## src/rtl/fifo_out.sv

```systemverilog
// Output deskew buffer: delays lane k by (15-k) shifts so a diagonal wavefront lands aligned in row[0..15].
// Latency: lane k sample reaches row[k] after 16-k shifts; a read returns its word 1 cycle after command=11.
// Backpressure: none; each shift overwrites the row, so software reads a row before the next shift.
//
// Ports:
//   clk                clock, all state updates on its rising edge
//   resetn             asynchronous reset, ACTIVE HIGH despite the name
//   input0..input15    per-lane results from array lanes 0..15
//   command, col       10/11 = shift, 00/11 = flush, 11/c = read word c, anything else holds
//   output0            registered read word {row[4c+3], row[4c+2], row[4c+1], row[4c]}
//   row_valid          row register holds a complete wavefront
module fifo_out #(
    parameter int DATA_W = 8
) (
    input  logic                  clk,
    input  logic                  resetn,
    input  logic [DATA_W-1:0]     input0,
    input  logic [DATA_W-1:0]     input1,
    input  logic [DATA_W-1:0]     input2,
    input  logic [DATA_W-1:0]     input3,
    input  logic [DATA_W-1:0]     input4,
    input  logic [DATA_W-1:0]     input5,
    input  logic [DATA_W-1:0]     input6,
    input  logic [DATA_W-1:0]     input7,
    input  logic [DATA_W-1:0]     input8,
    input  logic [DATA_W-1:0]     input9,
    input  logic [DATA_W-1:0]     input10,
    input  logic [DATA_W-1:0]     input11,
    input  logic [DATA_W-1:0]     input12,
    input  logic [DATA_W-1:0]     input13,
    input  logic [DATA_W-1:0]     input14,
    input  logic [DATA_W-1:0]     input15,
    input  logic [1:0]            command,
    input  logic [1:0]            col,
    output logic [4*DATA_W-1:0]   output0,
    output logic                  row_valid
);

    localparam int LANES = 16;

    logic [DATA_W-1:0] lane_in [LANES];
    logic [DATA_W-1:0] tail    [LANES];
    logic [DATA_W-1:0] row     [LANES];
    logic [4:0]        cnt;
    logic [4:0]        cnt_next;

    logic shift_en;
    logic flush_en;
    logic rd_en;

    assign lane_in[0]  = input0;
    assign lane_in[1]  = input1;
    assign lane_in[2]  = input2;
    assign lane_in[3]  = input3;
    assign lane_in[4]  = input4;
    assign lane_in[5]  = input5;
    assign lane_in[6]  = input6;
    assign lane_in[7]  = input7;
    assign lane_in[8]  = input8;
    assign lane_in[9]  = input9;
    assign lane_in[10] = input10;
    assign lane_in[11] = input11;
    assign lane_in[12] = input12;
    assign lane_in[13] = input13;
    assign lane_in[14] = input14;
    assign lane_in[15] = input15;

    // command is a single code, so these three can never be active together.
    assign shift_en = (command == 2'b10) && (col == 2'b11);
    assign flush_en = (command == 2'b00) && (col == 2'b11);
    assign rd_en    = (command == 2'b11);

    // Per-lane delay chains. Lane 15 has no stages and feeds the row directly.
    genvar k;
    generate
        for (k = 0; k < LANES; k++) begin : g_lane
            if (k == LANES - 1) begin : g_direct
                assign tail[k] = lane_in[k];
            end else begin : g_chain
                localparam int DEPTH = LANES - 1 - k;
                logic [DATA_W-1:0] stage [DEPTH];

                always_ff @(posedge clk or posedge resetn) begin
                    if (resetn) begin
                        for (int i = 0; i < DEPTH; i++) stage[i] <= '0;
                    end else if (flush_en) begin
                        for (int i = 0; i < DEPTH; i++) stage[i] <= '0;
                    end else if (shift_en) begin
                        stage[0] <= lane_in[k];
                        for (int i = 1; i < DEPTH; i++) stage[i] <= stage[i-1];
                    end
                end

                assign tail[k] = stage[DEPTH-1];
            end
        end
    endgenerate

    // Aligned row register.
    always_ff @(posedge clk or posedge resetn) begin
        if (resetn) begin
            for (int i = 0; i < LANES; i++) row[i] <= '0;
        end else if (flush_en) begin
            for (int i = 0; i < LANES; i++) row[i] <= '0;
        end else if (shift_en) begin
            for (int i = 0; i < LANES; i++) row[i] <= tail[i];
        end
    end

    // Fill counter saturates at 16; row_valid is registered alongside it so
    // it rises on the same edge as the 16th shift.
    assign cnt_next = (cnt == 5'd16) ? cnt : cnt + 5'd1;

    always_ff @(posedge clk or posedge resetn) begin
        if (resetn) begin
            cnt       <= '0;
            row_valid <= 1'b0;
        end else if (flush_en) begin
            cnt       <= '0;
            row_valid <= 1'b0;
        end else if (shift_en) begin
            cnt       <= cnt_next;
            row_valid <= (cnt_next == 5'd16);
        end
    end

    // Read word: lane 4c in the least significant byte. Flush leaves output0 alone.
    always_ff @(posedge clk or posedge resetn) begin
        if (resetn) begin
            output0 <= '0;
        end else if (rd_en) begin
            output0 <= {row[{col, 2'b11}], row[{col, 2'b10}],
                        row[{col, 2'b01}], row[{col, 2'b00}]};
        end
    end

endmodule

```

## config.mk

```make
export PLATFORM = sky130hd
export DESIGN_NAME = fifo_out
export DESIGN_NICKNAME = d
export VERILOG_FILES = /design/src/rtl/fifo_out.sv
export SDC_FILE = /design/constraint.sdc
export NUM_CORES = 2
export LEC_CHECK = 0
export BUFFER_PORTS_ARGS = -buffer_cell sky130_fd_sc_hd__buf_2
export CAP_MARGIN = 0
export CORE_UTILIZATION = 55
export DETAILED_ROUTE_END_ITERATION = 7
export PLACE_DENSITY = 0.72
export SETUP_SLACK_MARGIN = 0.3
export SYNTH_ARGS = -nofsm -noshare
export SYNTH_HDL_FRONTEND = slang
export SYNTH_SLANG_ARGS = --single-unit
```

## constraint.sdc

```tcl
create_clock -name clk -period 53.6 [get_ports clk]
set_input_delay 8.04 -clock clk [delete_from_list [all_inputs] [get_ports clk]]
set_output_delay 8.04 -clock clk [all_outputs]
set_load 0.03 [all_outputs]
```

==> impl_metrics.toml <==
[setup_path]
critical_path.slowest_cell = "buf_4"
crit_path_max_incr_delay_ps = 890
critPathLaunchType = "primary input"
path_cells = "buf_2 > nand3b_4 > buf_4 > buf_12 > buf_4 > buf_4 > nand2_1 > nand2_1"
crit_fanout = 237
reg2reg_depth = 5
cp-end-kind = "flip-flop"
worstPathArrival_ps = 13140
cpMostUsedCell = "buf_4"
criticalPathCategory = "in -> reg"
critPathRequiredTime_ps = 54200

[synthesis]
avgSynthCellArea_sq_um = 9.23
ys_seq_area_share_pct = 62.7
ys_warn_count = 0
synth.top_cells.by_area = "dfrtp_1, nand2_1, nand3_1, buf_2, clkbuf_1"
netlist_area_sq_um = 44900
yosys_register_bits = 1126
synth_edf_count = 0
synth.distinct_cells = 32
async_reset_ff_share_pct = 100
synthFlopType = "dfrtp_1"
syn-num-nets = 5006
netlist.top_cell.by_area = "dfrtp_1"
netlist_instances = 4870
synth_top_area_share_pct = 62.7

[cells_and_area]
multi_input_comb_area_sq_um = 15000
layout.nets = 4949
final_cell_mix = "nand2_1, dfrtp_1, nand3_1"
fill_cells = 6853
syn_to_final_growth_pct = 10.5
fin_cells = 5965
antenna_cells = 0
register_area_sq_um = 28200
drive_gt1_share_pct = 9.01
final_util_pct = 61.6
layout_commonest_cell = "nand2_1"

[route]
first_pass_iters = 8
drc = 35
drt-total-wl_um = 89800
routed_via_density = 5.37
ant_nets = 0
routedWlPerCell_um = 15.1
drt_iter0_drc = 3358
num_vias = 32020

[power_and_ir_drop]
p_sw_w = 0.000418
sw_frac_of_total_pct = 23.1
pwr-share-seq_pct = 50.0
worst_ir_drop_vdd_uv = 25.2
total_leakage_power_nw = 28.0
combPwrFrac_pct = 5.3
power.density_nw_per_um2 = 36.5
pwr-share-clk_pct = 44.7
intPower_w = 0.00139

[placement]
hpwl_um = 49900
io_buffers = 166
place.gp.congestion = 0.791
place_inst = 5758

[job]
max_cap_violations = 0

[global_routing]
grt_pass1_wl_um = 154000
grt_pass1_vias = 30387
grt_overflow = 0
grt_start_max_net_pins = 239
track_usage_pct = 22.3
grt_antenna_before_repair = 2

[clock_network]
worstSkewPairLatency_ps = 680
h-tree-depth = 3
cts_tree = "done"
cts.root.buffer_cell = "clkbuf_16"
cts_resized = 0
clock_tree.buffer_depth = 3
cts_setup_buffers = 0
cts_sinks = 1126
hold_buffers = 0
clk_pin_slew_ps = 60
cts-buffers-inserted = 113

[die]
initial_core_util_pct = 55.7
rows = 104
die_x_um = 288
die_y_um = 288
dieArea_sq_um = 82900
pin_count = 167
coreArea_sq_um = 80700

[status]
violations = "DRC"
status = "finished, violations left"

[hold_path]
min_path_type = "reg -> reg"
hold_depth = 2

[sta]
drv_slew = 0
worstMarginPinSlew_ps = 1170
rsz0062_at_grt = "false"
fin_tns_setup_ps = 0
clock.fmax_mhz = 79.7
maxSlewHeadroom_pct = 21.9
period_needed_ps = 12540
finClkSkew_ps = 16.5
setup_viol = 0
finalHoldViolations = 0
period_share_pct = 23.4
==> synthesized netlist by cell type (all sizes together) (2+ instances only) <==
cell type / count
nand2: 2182
dfrtp: 1126
nand3: 1090
buf: 236
clkbuf: 141
mux2: 32
mux4: 32
o21ai: 4
inv: 3
a21o: 2
a21oi: 2
ha: 2
nor2b: 2
nor3: 2
==> state kept, by name (all words and copies together), names as in the netlist <==
| name | count |
|---|---|
| output0 | 32 |
| cnt | 5 |
| row | 128 |
| row_valid | 1 |
| g_lane.g_chain.stage | 960 |
==> worst paths after layout <==
check,start,end,slack (ps)
max,col[1],g_lane[6].g_chain.stage[26],41060
min,g_lane[1].g_chain.stage[13],g_lane[1].g_chain.stage[13],460
max reg2reg,cnt[0],row_valid,51930
min reg2reg,g_lane[1].g_chain.stage[13],g_lane[1].g_chain.stage[13],460
max in group asynchronous,resetn,g_lane[11].g_chain.stage[31],42470
min in group asynchronous,resetn,cnt[0],7450
==> cells by family (layout without fill, tap and decap cells) <==
logic type                 Yosys count  in the layout  share of synthesized area, %
xor gates and xnor gates             1              1                        0.0195
buffers and inverters              380            415                          3.88
DFF                               1126           1126                          62.7
muxes                               64             64                          2.56
and+or+nand+nor                   3282           3282                          30.5
adders and majority gates            2              2                        0.0557
AOI/OAI and AO/OA                   15             15                         0.245
==> critical path: cells and delay by family <==
kind	cells	cell delay [ps]
AND/OR/NAND/NOR	3	950
buffers and inverters	5	3670
==> per-layer routing <==
metal / vias up / global-route usage (%) / share of wire (%)
li1: 15626 / - / -
met1: 15683 / 34.7 / 48
met2: 590 / 32.9 / 45
met3: 117 / 3.44 / 4.4
met4: 4 / 5.32 / 1.9
met5: - / 0 / 0.027
==> per-stage QoR <==
step	hold WS [ps]	total power [W]	worst slack, ps	area (sq um)
2_1_floorplan	430	0.000992	13850	44900
3_3_place_gp	441	0.00102	40480	45800
3_5_place_dp	452	0.00102	40470	45800
4_1_cts	465	0.00183	41170	49700
5_1_grt	476	0.00188	40710	49700
6_report	462	0.00181	41060	49700
==> cell type report <==
cell class              instances  share of cell area (%)
clock inverters                41                    1.04
clock buffers                 166                    6.80
multi-input cells            3364                    30.3
repair buffers                205                    2.46
inverters                       3                  0.0378
well taps                    1060                    2.67
flip-flops and latches       1126                    56.7
==> power by group through the flow <==
stage	clock, W	sequential (W)	combinational, W
after floorplan	0	0.000919	0.0000728
after global placement	0	0.000920	0.0000957
after detailed placement	0	0.000921	0.0000979
after CTS	0.000828	0.000906	0.0000982
after global routing	0.000862	0.000910	0.000111
final	0.000810	0.000906	0.0000958
(Power assumes the default switching activity.)
